`src/rtl/controlador_correccion.sv`:
```
// Hamming(7,4) single-error corrector with valid/ready handshakes and a
// saturating count of corrected words. Double errors are miscorrected as single errors.
module controlador_correccion #(
  parameter int CNT_W = 8
) (
  input  logic             clk,
  input  logic             rst_n,
  input  logic             valid_in,
  output logic             ready_in,
  input  logic [6:0]       datos_recibidos,
  output logic             valid_out,
  input  logic             ready_out,
  output logic [3:0]       data,
  output logic [2:0]       sindrome,
  output logic             error_detectado,
  input  logic             limpiar_contador,
  output logic [CNT_W-1:0] contador_errores
);

  typedef enum logic [1:0] {IDLE, SINDROME, CORRIGE, SALIDA} estado_t;

  estado_t          estado, estado_sig;
  logic [6:0]       captura;
  logic [6:0]       corregida;
  logic [6:0]       mascara;
  logic [2:0]       sindrome_r;
  logic [2:0]       sindrome_calc;
  logic [CNT_W-1:0] contador;

  always_ff @(posedge clk or negedge rst_n) begin
    if (!rst_n) estado <= IDLE;
    else        estado <= estado_sig;
  end

  always_comb begin
    estado_sig = estado;
    case (estado)
      IDLE:     if (valid_in) estado_sig = SINDROME;
      SINDROME: estado_sig = CORRIGE;
      CORRIGE:  estado_sig = SALIDA;
      SALIDA:   if (ready_out) estado_sig = IDLE;
      default:  estado_sig = IDLE;
    endcase
  end

  // Bit k of the codeword is Hamming position k+1, so a non-zero syndrome names the bad bit.
  always_comb begin
    sindrome_calc[0] = captura[0] ^ captura[2] ^ captura[4] ^ captura[6];
    sindrome_calc[1] = captura[1] ^ captura[2] ^ captura[5] ^ captura[6];
    sindrome_calc[2] = captura[3] ^ captura[4] ^ captura[5] ^ captura[6];
    mascara = '0;
    if (sindrome_r != 3'd0) mascara = 7'b1 << (sindrome_r - 3'd1);
  end

  always_ff @(posedge clk or negedge rst_n) begin
    if (!rst_n) begin
      captura    <= '0;
      sindrome_r <= '0;
      corregida  <= '0;
    end else begin
      case (estado)
        IDLE:     if (valid_in) captura <= datos_recibidos;
        SINDROME: sindrome_r <= sindrome_calc;
        CORRIGE:  corregida <= captura ^ mascara;
        default:  ;
      endcase
    end
  end

  // Clear has priority over a coinciding increment; the count sticks at all-ones.
  always_ff @(posedge clk or negedge rst_n) begin
    if (!rst_n)
      contador <= '0;
    else if (limpiar_contador)
      contador <= '0;
    else if (estado == CORRIGE && sindrome_r != 3'd0 && contador != {CNT_W{1'b1}})
      contador <= contador + 1'b1;
  end

  assign ready_in         = rst_n && (estado == IDLE);
  assign valid_out        = (estado == SALIDA);
  assign data             = {corregida[6], corregida[5], corregida[4], corregida[2]};
  assign sindrome         = sindrome_r;
  assign error_detectado  = |sindrome_r;
  assign contador_errores = contador;

endmodule

```
`config.mk`:
```
export PLATFORM = sky130hd
export DESIGN_NAME = controlador_correccion
export DESIGN_NICKNAME = d
export VERILOG_FILES = /design/src/rtl/controlador_correccion.sv
export SDC_FILE = /design/constraint.sdc
export NUM_CORES = 1
export LEC_CHECK = 0
export BUFFER_PORTS_ARGS = -buffer_cell sky130_fd_sc_hd__buf_4
export CORE_UTILIZATION = 28
export DETAILED_ROUTE_END_ITERATION = 8
export GPL_ROUTABILITY_DRIVEN = 0
export SYNTH_ARGS = -nofsm -noshare
export SYNTH_HDL_FRONTEND = slang
export SYNTH_SLANG_ARGS = --single-unit
```
`constraint.sdc`:
```
create_clock -name clk -period 2.2 [get_ports clk]
set_clock_uncertainty 0.1 [all_clocks]
set_input_delay 0.22 -clock clk [delete_from_list [all_inputs] [get_ports clk]]
set_output_delay 0.22 -clock clk [all_outputs]
set_load 0.005 [all_outputs]
```
==> metrics.txt <==
Max Cap Viol=0; layout cell share with drive strength beyond 1=0.2857; largest net degree at the start of global routing=26; # fillers=424; clock latency on the worst-skew pair=0.26 ns; placed cells=193; Synth cell types=28; CP Class=reg -> reg; Lkg Pwr=0.7062 nW; Die Wd=68.58 µm; Tmin final=1.866 ns; register area=600.6 µm²; largest cells by area after synthesis=dfrtp_1, mux2_2, xnor2_1; core area=4115 µm²; Starting Density=0.3016; Post-CTS Resized=0; crit path DAT=1.95 ns; synth warn=0; Clock Path Buffers=2; final setup violating endpoints=0; total power=1.975 mW; most frequent cell after synthesis=dfrtp_1; Synth Flop Type=dfrtp_1; CTS tree=yes; Hold Path Class=in -> reg; first-pass GRT wire length=4.264 mm; Wirelength per Cell=13.43 µm; IO buf count=29; Slew @ Worst Pin=0.3427 ns; Via density=4.868; final period utilization=0.8484; Setup crit start kind=flop; Slew Viols, Final=0; CP endpoint kind=flop; H-tree Lvls=1; maximum VDD drop=0.3764 mV; Cell Area, Synth=1241 µm²; DP HPWL=1.999 mm; Multi-input gate area=614.3 µm²; sequential area share after synthesis=0.4839; vias in the first global route=949; Initial DRC Count=112; final wirelength=2.646 mm; I/O pin cnt=30; Mapped Avg Cell Area=10.70 µm²; Hold WS=0.08050 ns; PwrDens=1265 nW/µm²; number of synthesized flops with an enable pin=0; DRC=0; Commonest cells post-synth=dfrtp_1, nor2_1, a21oi_1; Tot GR Track Use=0.1252; grt total ovfl=0; unrepaired setup endpoints after global routing=no; die area=4703 µm²; Critical Path RT=2.29 ns; final cell count without fillers=197; clock slew at reported path FFs=0.07 ns; setup TNS=0 ns; drt pass-1 iters=4; Clock Sink Count=24; number of core rows=23; area grow syn2layout=25.81%; area leader, netlist=dfrtp_1; Final nets=166; Vias=959; CP max FO=10; synthesized instance count=116; Final Hold Viols=0; Routed Antenna Nets=0; FMAX=535.8 MHz; CTS root buf=clkbuf_8; Synthesized Nets=133; ant diodes=0; max_slew headroom=0.7716; Die Y=68.58 µm; post-synth top area share=0.4839; status=completed; post-layout util=0.3794; initial antenna violation count=0; post-synthesis register bit count=24; Num CTS Buffers=3; ys async rst share=1.000
==> sequential cells by signal, summed over array words and instances (netlist names) <==
| name | cells |
|---|---|
| sindrome | 3 |
| captura | 7 |
| estado | 2 |
| contador_errores | 8 |
| corregida | 4 |
==> stage by stage <==
stage               setup WS (ns)  cell area, µm²
floorplan                  0.5755            1241
global placement           0.4130            1510
detailed placement         0.3467            1510
CTS                        0.3222            1562
global route               0.2148            1562
finish                     0.3336            1562
==> timing repair <==
action / 4_1_cts / 5_1_grt
endpoints found under the hold margin: 24 / 0
buffers inserted: 0 / 0
hold buffers: 1 / 0
==> worst max-delay path, stage by stage (launching register included) <==
cell and delay [ns]:
dfrtp_1 0.41, inv_1 0.10, ha_1 0.36, o31a_4 0.27
o211ai_4 0.10, or3_1 0.31, a21oi_1 0.14
==> logic make-up after synthesis <==
family                     synth area share
AOI/OAI and AO/OA                    0.1109
xor gates and xnor gates             0.1058
adders and majority gates           0.05040
buffers and inverters               0.02117
DFF                                  0.4839
muxes                               0.07964
and+or+nand+nor                      0.1482
==> power breakdown <==
group	total, mW	internal [mW]	switching, mW
registers	0.806	0.610	0.196
clock network	0.252	0.122	0.129
logic	0.918	0.510	0.408
total	1.98	1.24	0.733
==> layout make-up <==
class	count	share of cell area
Inverter	4	0.009615
Timing Repair Buffer	30	0.1458
Clock buffer	3	0.02644
Multi-Input combinational cell	86	0.3934
Tap cell	50	0.04006
Sequential cell	24	0.3846
==> path summary, 6_finish.rpt <==
path | start | endpoint | slack, ns | depth (start not counted)
max | estado[0] | contador_errores[5] | 0.33 | 6
min | limpiar_contador | contador_errores[5] | 0.08 | 2
max reg2reg | estado[0] | contador_errores[5] | 0.33 | 6
min reg2reg | captura[3] | captura[3] | 0.43 | 1
max in group asynchronous | rst_n | contador_errores[3] | 1.46 | 2
min in group asynchronous | rst_n | corregida[4] | 0.29 | 2
==> routing by layer <==
metal | up-vias | track usage | wire, µm
li1 | 464 | - | -
met1 | 462 | 0.1531 | 1130
met2 | 29 | 0.2120 | 1339
met3 | 4 | 0.03454 | 140
met4 | 0 | 0.03906 | 36
met5 | - | 0 | 0
==> cell usage in the layout, fill, tap and decap left out, drive strengths merged, types with 3 or more instances in the layout <==
| cell | instances |
|---|---|
| a21oi | 11 |
| xor2 | 6 |
| o21ai | 3 |
| nor3 | 3 |
| nor2 | 13 |
| buf | 29 |
| ha | 5 |
| nand3 | 4 |
| dfrtp | 24 |
| clkbuf | 3 |
| mux2 | 7 |
| inv | 4 |
| xnor2 | 9 |
| nand2 | 7 |
Note: power is estimated with default switching activity, not from simulation.
